$ cat config.mk
export PLATFORM = sky130hd
export DESIGN_NAME = spi_sample_assembler
export DESIGN_NICKNAME = d
export VERILOG_FILES = /design/src/rtl/anc_spi_pkg.sv /design/src/rtl/sample_fifo.sv /design/src/rtl/spi_sample_assembler.sv
export SDC_FILE = /design/constraint.sdc
export NUM_CORES = 1
export LEC_CHECK = 0
export CORE_ASPECT_RATIO = 1.2
export CORE_UTILIZATION = 60
export CTS_CLUSTER_DIAMETER = 80
export DETAILED_ROUTE_END_ITERATION = 12
export PLACE_DENSITY = 0.8
export SLEW_MARGIN = 10
export SYNTH_ARGS = -nofsm -noshare
export SYNTH_HDL_FRONTEND = slang
export SYNTH_HIERARCHICAL = 1
export SYNTH_SLANG_ARGS = --single-unit
export TNS_END_PERCENT = 30
$ cat constraint.sdc
create_clock -name Clk -period 4.1 [get_ports Clk]
set_input_delay 1.23 -clock Clk [delete_from_list [all_inputs] [get_ports Clk]]
set_output_delay 1.23 -clock Clk [all_outputs]
set_load 0.01 [all_outputs]
$ cat src/rtl/anc_spi_pkg.sv
// Shared widths and the assembler state type for the SPI sample path.
package anc_spi_pkg;

  localparam int BYTE_W   = 8;
  localparam int SAMPLE_W = 16;

  typedef enum logic {
    WAIT_HI = 1'b0,
    WAIT_LO = 1'b1
  } asm_state_e;

endpackage : anc_spi_pkg

$ cat src/rtl/sample_fifo.sv
// First-word-fall-through sample FIFO with an occupancy counter that separates full from empty.
module sample_fifo #(
  parameter int DEPTH    = 8,
  parameter int SAMPLE_W = 16
) (
  input  logic                       clk,
  input  logic                       rst_n,
  input  logic                       push_i,
  input  logic [SAMPLE_W-1:0]        push_data_i,
  input  logic                       pop_i,
  output logic [SAMPLE_W-1:0]        head_o,
  output logic                       full_o,
  output logic                       empty_o,
  output logic [$clog2(DEPTH):0]     level_o
);

  localparam int PTR_W = $clog2(DEPTH);
  localparam int LVL_W = PTR_W + 1;

  logic [SAMPLE_W-1:0] mem_q [DEPTH];
  logic [PTR_W-1:0]    wr_ptr_q, wr_ptr_d;
  logic [PTR_W-1:0]    rd_ptr_q, rd_ptr_d;
  logic [LVL_W-1:0]    count_q, count_d;
  logic                push_ok, pop_ok;

  assign full_o  = (count_q == LVL_W'(DEPTH));
  assign empty_o = (count_q == '0);

  // A full FIFO still accepts a push when the head leaves in the same cycle.
  assign pop_ok  = pop_i & ~empty_o;
  assign push_ok = push_i & (~full_o | pop_ok);

  always_comb begin
    // NOTE: every combinational output gets a default first so no path leaves it unassigned (no latch).
    wr_ptr_d = wr_ptr_q;
    rd_ptr_d = rd_ptr_q;
    count_d  = count_q;
    if (push_ok) wr_ptr_d = wr_ptr_q + PTR_W'(1);
    if (pop_ok)  rd_ptr_d = rd_ptr_q + PTR_W'(1);
    unique case ({push_ok, pop_ok})
      2'b10:   count_d = count_q + LVL_W'(1);
      2'b01:   count_d = count_q - LVL_W'(1);
      default: count_d = count_q;
    endcase
  end

  // NOTE: sequential state uses non-blocking assignments so all registers update together at the edge.
  always_ff @(posedge clk or negedge rst_n) begin
    if (!rst_n) begin
      wr_ptr_q <= '0;
      rd_ptr_q <= '0;
      count_q  <= '0;
    end else begin
      wr_ptr_q <= wr_ptr_d;
      rd_ptr_q <= rd_ptr_d;
      count_q  <= count_d;
    end
  end

  // NOTE: storage is not reset; the pointers and count alone define which entries are valid.
  always_ff @(posedge clk) begin
    if (push_ok) mem_q[wr_ptr_q] <= push_data_i;
  end

  // Head is forced to zero when empty so stale storage never shows on the output.
  assign head_o  = empty_o ? '0 : mem_q[rd_ptr_q];
  assign level_o = count_q;

endmodule : sample_fifo

$ cat src/rtl/spi_sample_assembler.sv
// Pairs SPI bytes (high then low) into signed samples and queues them for a consumer.
module spi_sample_assembler #(
  parameter int DEPTH    = 8,
  parameter int SAMPLE_W = anc_spi_pkg::SAMPLE_W
) (
  input  logic                          Clk,
  input  logic                          Rst_n,
  input  logic                          SS,
  input  logic                          Byte_Valid,
  input  logic [anc_spi_pkg::BYTE_W-1:0] Byte_In,
  output logic [SAMPLE_W-1:0]           Sample_Data,
  output logic                          Sample_Valid,
  input  logic                          Sample_Ready,
  output logic [$clog2(DEPTH):0]        Level,
  output logic                          Overflow,
  input  logic                          Ovf_Clr
);

  import anc_spi_pkg::*;

  asm_state_e        state_q, state_d;
  logic [BYTE_W-1:0] hi_q, hi_d;
  logic              push;
  logic              fifo_full, fifo_empty;
  logic              pop_ok, drop;
  logic              ovf_q, ovf_d;

  // Deselect wins over a same-cycle strobe and throws away any half-built sample.
  always_comb begin
    state_d = state_q;
    hi_d    = hi_q;
    push    = 1'b0;
    if (SS) begin
      state_d = WAIT_HI;
      hi_d    = '0;
    end else if (Byte_Valid) begin
      unique case (state_q)
        WAIT_HI: begin
          hi_d    = Byte_In;
          state_d = WAIT_LO;
        end
        WAIT_LO: begin
          push    = 1'b1;
          state_d = WAIT_HI;
        end
        default: state_d = WAIT_HI;
      endcase
    end
  end

  assign pop_ok = Sample_Ready & ~fifo_empty;
  assign drop   = push & fifo_full & ~pop_ok;
  // A new drop outranks a clear arriving in the same cycle.
  assign ovf_d  = drop | (ovf_q & ~Ovf_Clr);

  always_ff @(posedge Clk or negedge Rst_n) begin
    if (!Rst_n) begin
      state_q <= WAIT_HI;
      hi_q    <= '0;
      ovf_q   <= 1'b0;
    end else begin
      state_q <= state_d;
      hi_q    <= hi_d;
      ovf_q   <= ovf_d;
    end
  end

  sample_fifo #(
    .DEPTH    (DEPTH),
    .SAMPLE_W (SAMPLE_W)
  ) u_fifo (
    .clk         (Clk),
    .rst_n       (Rst_n),
    .push_i      (push),
    .push_data_i ({hi_q, Byte_In}),
    .pop_i       (Sample_Ready),
    .head_o      (Sample_Data),
    .full_o      (fifo_full),
    .empty_o     (fifo_empty),
    .level_o     (Level)
  );

  assign Sample_Valid = ~fifo_empty;
  assign Overflow     = ovf_q;

endmodule : spi_sample_assembler

==> results.sh, run 1 <==
export IMPL_outcome="finished, final reports clean"
export IMPL_path_clk_slew_ns=0.06
export IMPL_period_needed_ns=3.88
export IMPL_yosysWarningCount=6
export IMPL_wl_met2_mm=5.87
export IMPL_synth_net_count=334
export IMPL_syn_avg_cell_area_um2=18.9
export IMPL_synth_top_area_share_pct=64.7
export IMPL_holdWs_ns=0.481
export IMPL_drive_above_1_share_pct=21.5
export IMPL_firstDrtPassIters=4
export IMPL_fin_setup_tns_ns=0
export IMPL_min_delay_path_class="reg -> reg"
export IMPL_cts_sinks=148
export IMPL_postCtsResizedCells=0
export IMPL_synth_edf_count=128
export IMPL_cts_max_level=4
export IMPL_ios=36
export IMPL_synth_cell_types=38
export IMPL_grtUsageTotal_pct=24.4
export IMPL_viasPerCell=6.02
export IMPL_wl_met3_um=778
export IMPL_fmax_mhz=258
export IMPL_multi_input_area_um2=1480
export IMPL_worstSetupStartpointType="flip-flop"
export IMPL_cp_end_kind="output port"
export IMPL_start_util_pct=62.1
export IMPL_rr_worst_depth=9
export IMPL_slew_viol_final=0
export IMPL_post_cts_buffers=0
export IMPL_dieWidth_um=92.8
export IMPL_drtIter0Drc=254
export IMPL_p_leak_uw=0.00246
export IMPL_die_y_um=111
export IMPL_seqCellArea_um2=4350
export IMPL_drcViolationCount=0
export IMPL_syn_inst=315
export IMPL_max_slew_margin_pct=37.4
export IMPL_area_growth_synth_to_final_pct=18.6
export IMPL_async_flop_share_pct=13.5
export IMPL_skew_ns=0.00863
export IMPL_rr_endpoint="u_fifo/level_o[3]$_DFFE_PN0P_"
export IMPL_wl_per_cell_um=22.1
export IMPL_cts_tree="done"
export IMPL_critPathMaxFanout=14
export IMPL_met1Wirelength_mm=4.24
export IMPL_n_fill_cell=565
export IMPL_crit_arrival_ns=2.65
export IMPL_synth_ff_type="edfxtp_1"
export IMPL_r2r_setup_slack_ns=1.29
export IMPL_fin_nets=387
export IMPL_antenna_found_initial=0
export IMPL_netlist_top_cells_count="edfxtp_1 (128), mux4_2 (32), nor2_1 (26), nand2_1 (21), dfrtp_1 (20)"
export IMPL_ys_seq_area_share_pct=73.2
export IMPL_ant_nets=0
export IMPL_cp_startpoint="u_fifo/rd_ptr_q[0]$_DFFE_PN0N_"
export IMPL_syn_area_um2=5940
export IMPL_ys_top_cells_by_area="edfxtp_1 (65%), mux4_2 (12%), dfrtp_1 (8.4%)"
export IMPL_ir_drop_mv=0.377
export IMPL_clock_latency_ns=0.41
export IMPL_crit_type="reg -> out"
export IMPL_highest_layer="met4"
export IMPL_fin_crit_sh_pct=94.7
export IMPL_finalWirelength_mm=11.1
export IMPL_cts_hold_buf=0
export IMPL_hold_viol_final=0
export IMPL_synth_seq_cells=148
export IMPL_io_buffers=35
export IMPL_worst_slew_pin_transition_ns=0.936
export IMPL_rsz0062_at_grt="no"
export IMPL_grt_pass1_vias=3174
export IMPL_clockBufferDepth=2
export IMPL_n_antenna_cell=0
export IMPL_grt_pass1_wl_mm=17.5
export IMPL_fp_coreArea_um2=9560
export IMPL_required_ns=2.87
export IMPL_dp_hpwl_mm=6.20
export IMPL_num_rows=39
export IMPL_via_count=3032
export IMPL_setup_viol=0
export IMPL_crit_end="Sample_Data[1]"
export IMPL_cts_root_buf="clkbuf_16"
export IMPL_numCtsBuffers=17
export IMPL_cap_violations=0
export IMPL_gr_total_overflow=0
export IMPL_grt_max_degree=25
export IMPL_synth_top_area_cell="edfxtp_1"
export IMPL_rr_startpoint="u_fifo/level_o[1]$_DFFE_PN0P_"
export IMPL_dieArea_um2=10300
export IMPL_yosys_cell_count_top_type="edfxtp_1"
export IMPL_powerDensity_nw_per_um2=670
export IMPL_place_congestion=0.747
[per-stage QoR]
stage / setup WS, ns / utilization [%] / total power (uW) / cell area, um2 / std cells
finish: 0.218 / 73.6 / 4720 / 7040 / 504
CTS: 0.176 / 73.6 / 4760 / 7040 / 504
detailed placement: 0.501 / 67.9 / 3310 / 6490 / 472
global placement: 0.679 / 67.9 / 3270 / 6490 / 472
floorplan: 0.441 / - / 2760 / 5940 / 315
global route: 0.112 / 73.6 / 4930 / 7040 / 504
[registers in the layout, summed over array words and instances, names as in the netlist]
name / count
u_fifo/mem_q: 128
u_fifo/wr_ptr_q: 3
u_fifo/rd_ptr_q: 3
hi_q: 8
u_fifo/level_o: 4
state_q: 1
Overflow: 1
[layer usage]
metal,vias to the layer above,track usage (%)
met5,-,0
met2,128,39.1
met4,0,12.3
met1,1544,30.8
li1,1333,-
met3,27,6.52
[layout by cell type (no fill, tap or decap), types with 3 or more instances in the layout]
cell	Yosys	final
clkbuf_1	2	3
nor2_1	26	26
xnor2_1	4	4
edfxtp_1	128	128
clkinv_1	0	4
ha_1	4	4
clkdlybuf4s50_1	0	35
nand2b_1	5	5
xor2_1	3	3
dfrtp_1	20	19
clkinv_2	0	3
nand2_1	21	21
mux2i_1	17	17
a21oi_1	9	9
buf_4	4	12
mux4_2	32	32
inv_1	8	8
clkbuf_16	0	17
[cell families after synthesis]
family                     share of synthesized area [%]
buffers and inverters                               2.09
AOI/OAI and AO/OA                                   2.55
DFF                                                 73.2
xor gates and xnor gates                            1.03
muxes                                               15.6
and+or+nand+nor                                     4.36
adders and majority gates                           1.18
[how the worst min path moves through the flow]
stage	start	to	slack (ns)	depth (start not counted)
global route	u_fifo/rd_ptr_q[2]$_DFFE_PN0N_	u_fifo/rd_ptr_q[2]$_DFFE_PN0N_	0.50	1
finish	u_fifo/rd_ptr_q[2]$_DFFE_PN0N_	u_fifo/rd_ptr_q[2]$_DFFE_PN0N_	0.48	1
detailed placement	u_fifo/rd_ptr_q[2]$_DFFE_PN0N_	u_fifo/rd_ptr_q[2]$_DFFE_PN0N_	0.46	1
global placement	u_fifo/rd_ptr_q[2]$_DFFE_PN0N_	u_fifo/rd_ptr_q[2]$_DFFE_PN0N_	0.46	1
CTS	u_fifo/rd_ptr_q[2]$_DFFE_PN0N_	u_fifo/rd_ptr_q[2]$_DFFE_PN0N_	0.47	1
floorplan	u_fifo/wr_ptr_q[0]$_DFFE_PN0P_	u_fifo/wr_ptr_q[0]$_DFFE_PN0P_	0.48	1
[power breakdown]
group | switching [uW] | internal, uW | total, uW
sequential | 142 | 1720 | 1860
combinational | 616 | 804 | 1420
clock | 554 | 883 | 1440
[worst max-delay path, stage by stage (launching register included)]
cell and delay [ns]:
dfrtp_2 0.67, buf_4 0.28, mux4_2 0.52, mux2i_1 0.18, nor2_1 0.08, clkdlybuf4s50_1 0.51
[area by class of cell]
| cell class | instances | share of cell area [%] |
|---|---|---|
| clock buffers | 20 | 6.20 |
| clock inverters | 12 | 1.62 |
| inverters | 8 | 0.427 |
| multi-input cells | 144 | 21.0 |
| flip-flops and latches | 148 | 61.7 |
| well taps | 123 | 2.19 |
| repair buffers | 49 | 6.82 |
No activity file was read; power rests on OpenSTA's default activity.
==> run 2: changes to the inputs <==
SLEW_MARGIN = 30   (was 10)
==> results.sh, run 2 (synthesized netlist as in run 1, its figures left out) <==
export IMPL_clock_latency_ns=0.41
export IMPL_crit_arrival_ns=2.65
export IMPL_holdWs_ns=0.476
export IMPL_post_cts_buffers=0
export IMPL_pwr_share_clk_pct=30.5
export IMPL_multi_input_area_um2=1480
export IMPL_max_slew_margin_pct=61.5
export IMPL_dp_cells=472
export IMPL_antenna_found_initial=0
export IMPL_path_clk_slew_ns=0.06
export IMPL_outcome="finished, final reports clean"
export IMPL_drcViolationCount=0
export IMPL_cts_tree="done"
export IMPL_pre_cts_slack_ns=0.501
export IMPL_worstSetupStartpointType="flip-flop"
export IMPL_place_congestion=0.747
export IMPL_setup_ws_ns=0.225
export IMPL_slowest_stage="dfrtp_2"
export IMPL_grt_max_degree=25
export IMPL_fin_crit_sh_pct=94.5
export IMPL_cap_violations=0
export IMPL_fin_setup_tns_ns=0
export IMPL_drtIter0Drc=243
export IMPL_gr_total_overflow=0
export IMPL_n_antenna_cell=0
export IMPL_powerDensity_nw_per_um2=671
export IMPL_final_cell_mix="edfxtp_1 (128), clkdlybuf4s50_1 (34), mux4_2 (32)"
export IMPL_drive_above_1_share_pct=21.8
export IMPL_io_buffers=35
export IMPL_p_leak_uw=0.00246
export IMPL_cts_hold_buf=0
export IMPL_slew_viol_final=0
export IMPL_fmax_mhz=258
export IMPL_setup_viol=0
export IMPL_area_growth_synth_to_final_pct=18.5
export IMPL_firstDrtPassIters=4
export IMPL_worstPathCellList="buf_4 > mux4_2 > mux2i_1 > nor2_1 > clkdlybuf4s50_1"
export IMPL_fp_coreArea_um2=9560
export IMPL_grtUsageTotal_pct=24.4
export IMPL_wl_per_cell_um=22.1
export IMPL_p_int_uw=3410
export IMPL_dieArea_um2=10300
export IMPL_seqCellArea_um2=4350
export IMPL_skew_ns=0.00859
export IMPL_critPathMaxFanout=14
export IMPL_die_y_um=111
export IMPL_cp_end_kind="output port"
export IMPL_viasPerCell=5.99
export IMPL_rsz0062_at_grt="no"
export IMPL_required_ns=2.87
export IMPL_ios=36
export IMPL_numCtsBuffers=17
export IMPL_hold_viol_final=0
export IMPL_start_util_pct=62.1
export IMPL_finalWirelength_mm=11.1
export IMPL_cts_max_level=4
export IMPL_p_switching_uw=1310
export IMPL_swShare_pct=27.8
export IMPL_dieWidth_um=92.8
export IMPL_max_stage_delay_ns=0.67
export IMPL_grt_pass1_wl_mm=17.5
export IMPL_worst_slew_pin_transition_ns=0.577
export IMPL_via_count=3020
export IMPL_postCtsResizedCells=0
export IMPL_combPwrFrac_pct=30.1
export IMPL_largest_reg_flops=128
export IMPL_p_seq_share_pct=39.4
export IMPL_num_rows=39
export IMPL_cts_root_buf="clkbuf_16"
export IMPL_fin_nets=387
export IMPL_dp_hpwl_mm=6.20
export IMPL_clockBufferDepth=2
export IMPL_period_needed_ns=3.88
export IMPL_final_cells=504
export IMPL_ir_drop_mv=0.377
export IMPL_min_delay_path_class="reg -> reg"
export IMPL_grt_pass1_vias=3174
export IMPL_largest_register="u_fifo/mem_q"
export IMPL_crit_type="reg -> out"
export IMPL_ant_nets=0
export IMPL_final_common_cell="edfxtp_1"
export IMPL_n_fill_cell=566
export IMPL_cts_sinks=148
run 2: final timing paths:
kind	startpoint	to	slack, ns	cells past startpoint
setup / recovery	u_fifo/rd_ptr_q[0]$_DFFE_PN0N_	Sample_Data[1]	0.22	5
max in group asynchronous	Rst_n	u_fifo/rd_ptr_q[0]$_DFFE_PN0N_	2.98	1
hold reg to reg	u_fifo/rd_ptr_q[2]$_DFFE_PN0N_	u_fifo/rd_ptr_q[2]$_DFFE_PN0N_	0.48	1
hold / removal	u_fifo/rd_ptr_q[2]$_DFFE_PN0N_	u_fifo/rd_ptr_q[2]$_DFFE_PN0N_	0.48	1
min in group asynchronous	Rst_n	state_q$_DFFE_PN0P_	0.77	1
setup reg to reg	u_fifo/level_o[1]$_DFFE_PN0P_	u_fifo/level_o[3]$_DFFE_PN0P_	1.31	9
run 2: power by group through the flow:
stage | clock, uW | combinational, uW | sequential, uW
floorplan | 0 | 942 | 1810
global placement | 0 | 1390 | 1880
detailed placement | 0 | 1420 | 1890
CTS | 1450 | 1440 | 1870
global route | 1520 | 1530 | 1880
finish | 1440 | 1420 | 1860
run 2: layout make-up:
class                   instances  share of cell area [%]
clock inverters                12                    1.62
clock buffers                  20                    6.21
well taps                     123                    2.19
flip-flops and latches        148                    61.8
repair buffers                 49                    6.76
multi-input cells             144                    21.0
inverters                       8                   0.427
run 2: critical path, delay by kind of cell, from the launching register on:
kind	cells	cell delay (ns)
flops	1	0.67
mux	2	0.70
buf+inv	2	0.79
simple gates	1	0.08
run 2: per-stage QoR:
stage               util, %  power (uW)  instance area [um2]
global route           73.6        4930                 7040
finish                 73.6        4720                 7040
CTS                    73.6        4760                 7040
global placement       67.9        3270                 6490
floorplan                 -        2760                 5940
detailed placement     67.9        3310                 6490
run 2: layer usage:
| layer | up-vias | global-route usage (%) | part of all wire, % |
|---|---|---|---|
| met2 | 124 | 39.1 | 53 |
| li1 | 1333 | - | - |
| met3 | 22 | 6.52 | 6.3 |
| met1 | 1541 | 30.8 | 39 |
| met4 | 0 | 12.3 | 2.1 |
| met5 | - | 0 | 0 |
==> run 3: changes to the inputs <==
CTS_BUF_LIST = sky130_fd_sc_hd__clkbuf_4 sky130_fd_sc_hd__clkbuf_8   (was default)
==> results.sh, run 3 (synthesized netlist as in run 1, its figures left out) <==
export IMPL_rr_endpoint="u_fifo/level_o[3]$_DFFE_PN0P_"
export IMPL_die_y_um=111
export IMPL_min_delay_path_class="reg -> reg"
export IMPL_wl_met3_um=771
export IMPL_viasPerCell=5.92
export IMPL_dieArea_um2=10300
export IMPL_gr_total_overflow=0
export IMPL_worstSetupStartpointType="flip-flop"
export IMPL_place_congestion=0.747
export IMPL_dp_cells=472
export IMPL_cp_end_kind="output port"
export IMPL_cts_hold_buf=0
export IMPL_largest_reg_flops=128
export IMPL_clockBufferDepth=2
export IMPL_p_int_uw=3070
export IMPL_finalWirelength_mm=10.4
export IMPL_start_util_pct=62.1
export IMPL_num_rows=39
export IMPL_powerDensity_nw_per_um2=628
export IMPL_postCtsResizedCells=0
export IMPL_min_delay_start="u_fifo/rd_ptr_q[2]$_DFFE_PN0N_"
export IMPL_antenna_found_initial=0
export IMPL_cts_max_level=4
export IMPL_dieWidth_um=92.8
export IMPL_grt_max_degree=25
export IMPL_post_cts_buffers=0
export IMPL_wl_per_cell_um=20.6
export IMPL_setup_viol=0
export IMPL_grtUsageTotal_pct=22.3
export IMPL_rr_startpoint="u_fifo/level_o[1]$_DFFE_PN0P_"
export IMPL_cap_violations=0
export IMPL_cts_sinks=148
export IMPL_required_ns=2.87
export IMPL_crit_arrival_ns=2.59
export IMPL_slew_viol_final=0
export IMPL_period_needed_ns=3.82
export IMPL_fmax_mhz=262
export IMPL_pwr_share_clk_pct=24.1
export IMPL_wl_met2_mm=5.51
export IMPL_ant_nets=0
export IMPL_largest_register="u_fifo/mem_q"
export IMPL_combPwrFrac_pct=32.7
export IMPL_max_slew_margin_pct=59.8
export IMPL_path_clk_slew_ns=0.07
export IMPL_r2r_setup_slack_ns=1.32
export IMPL_fin_setup_tns_ns=0
export IMPL_dp_hpwl_mm=6.20
export IMPL_crit_type="reg -> out"
export IMPL_n_antenna_cell=0
export IMPL_fin_nets=387
export IMPL_cts_tree="done"
export IMPL_holdPathEnd="u_fifo/rd_ptr_q[2]$_DFFE_PN0N_"
export IMPL_firstDrtPassIters=4
export IMPL_numCtsBuffers=17
export IMPL_skew_ns=0.00775
export IMPL_rsz0062_at_grt="no"
export IMPL_holdPathStages=1
export IMPL_n_fill_cell=597
export IMPL_final_cell_mix="edfxtp_1 (128), clkdlybuf4s50_1 (34), mux4_2 (32)"
export IMPL_via_count=2982
export IMPL_p_seq_share_pct=43.2
export IMPL_cts_root_buf="clkbuf_8"
export IMPL_drcViolationCount=0
export IMPL_p_switching_uw=1230
export IMPL_worst_slew_pin_transition_ns=0.602
export IMPL_hold_viol_final=0
export IMPL_grt_pass1_vias=3038
export IMPL_highest_layer="met4"
export IMPL_io_buffers=35
export IMPL_final_cells=504
export IMPL_finalPower_uw=4310
export IMPL_swShare_pct=28.7
export IMPL_ios=36
export IMPL_grt_pass1_wl_mm=16.3
export IMPL_drive_above_1_share_pct=22.6
export IMPL_rr_worst_depth=9
export IMPL_final_common_cell="edfxtp_1"
export IMPL_critPathMaxFanout=16
export IMPL_clock_latency_ns=0.42
export IMPL_ir_drop_mv=0.392
export IMPL_fin_crit_sh_pct=93.1
export IMPL_fp_coreArea_um2=9560
export IMPL_area_growth_synth_to_final_pct=15.4
export IMPL_p_leak_uw=0.00238
export IMPL_drtIter0Drc=193
export IMPL_outcome="finished, final reports clean"
export IMPL_met1Wirelength_mm=3.95
export IMPL_holdWs_ns=0.472
[run 3: cell counts in the layout (fill, tap and decap cells not counted)]
No cell type changed its count.
[run 3: stage by stage]
stage / utilization [%] / cell area [um2] / setup WS [ns]
after floorplan: - / 5940 / 0.441
after global placement: 67.9 / 6490 / 0.679
after detailed placement: 67.9 / 6490 / 0.501
after CTS: 71.7 / 6860 / 0.203
after global routing: 71.7 / 6860 / 0.110
final: 71.7 / 6860 / 0.282
[run 3: worst max-delay path by stage]
stage / slack [ns] / start / to
global placement: 0.68 / SS / u_fifo/level_o[3]$_DFFE_PN0P_
CTS: 0.20 / u_fifo/rd_ptr_q[0]$_DFFE_PN0N_ / Sample_Data[8]
finish: 0.28 / u_fifo/rd_ptr_q[0]$_DFFE_PN0N_ / Sample_Data[8]
detailed placement: 0.50 / Sample_Ready / u_fifo/level_o[3]$_DFFE_PN0P_
global route: 0.11 / u_fifo/rd_ptr_q[0]$_DFFE_PN0N_ / Sample_Data[11]
floorplan: 0.44 / SS / u_fifo/mem_q[0][0]$_DFFE_PP_
[run 3: final cells by class]
cell class | count | area [um2] | area share, %
clock buffer | 20 | 256 | 3.74
clock inverter | 12 | 114 | 1.66
inverter | 8 | 30.0 | 0.438
multi-input combinational | 144 | 1480 | 21.6
sequential | 148 | 4350 | 63.4
tap | 123 | 154 | 2.24
timing repair buffer | 49 | 475 | 6.94
[run 3: layer usage]
metal  vias up  global-route usage, %
met5         -                      0
met4         0                   10.6
met3        12                   4.80
met2       127                   35.5
met1      1511                   29.4
li1       1332                      -
[run 3: power by group through the flow]
stage          clock network (uW)  logic (uW)  registers [uW]
2_1_floorplan                   0         942            1810
3_3_place_gp                    0        1390            1880
3_5_place_dp                    0        1420            1890
4_1_cts                      1050        1430            1860
5_1_grt                      1120        1510            1870
6_report                     1040        1410            1860
[run 3: critical path, stage by stage (launching register included)]
cell             delay (ns)
dfrtp_2                0.68
buf_12                 0.24
mux4_2                 0.54
mux2i_1                0.15
nor2_1                 0.06
clkdlybuf4s50_1        0.48
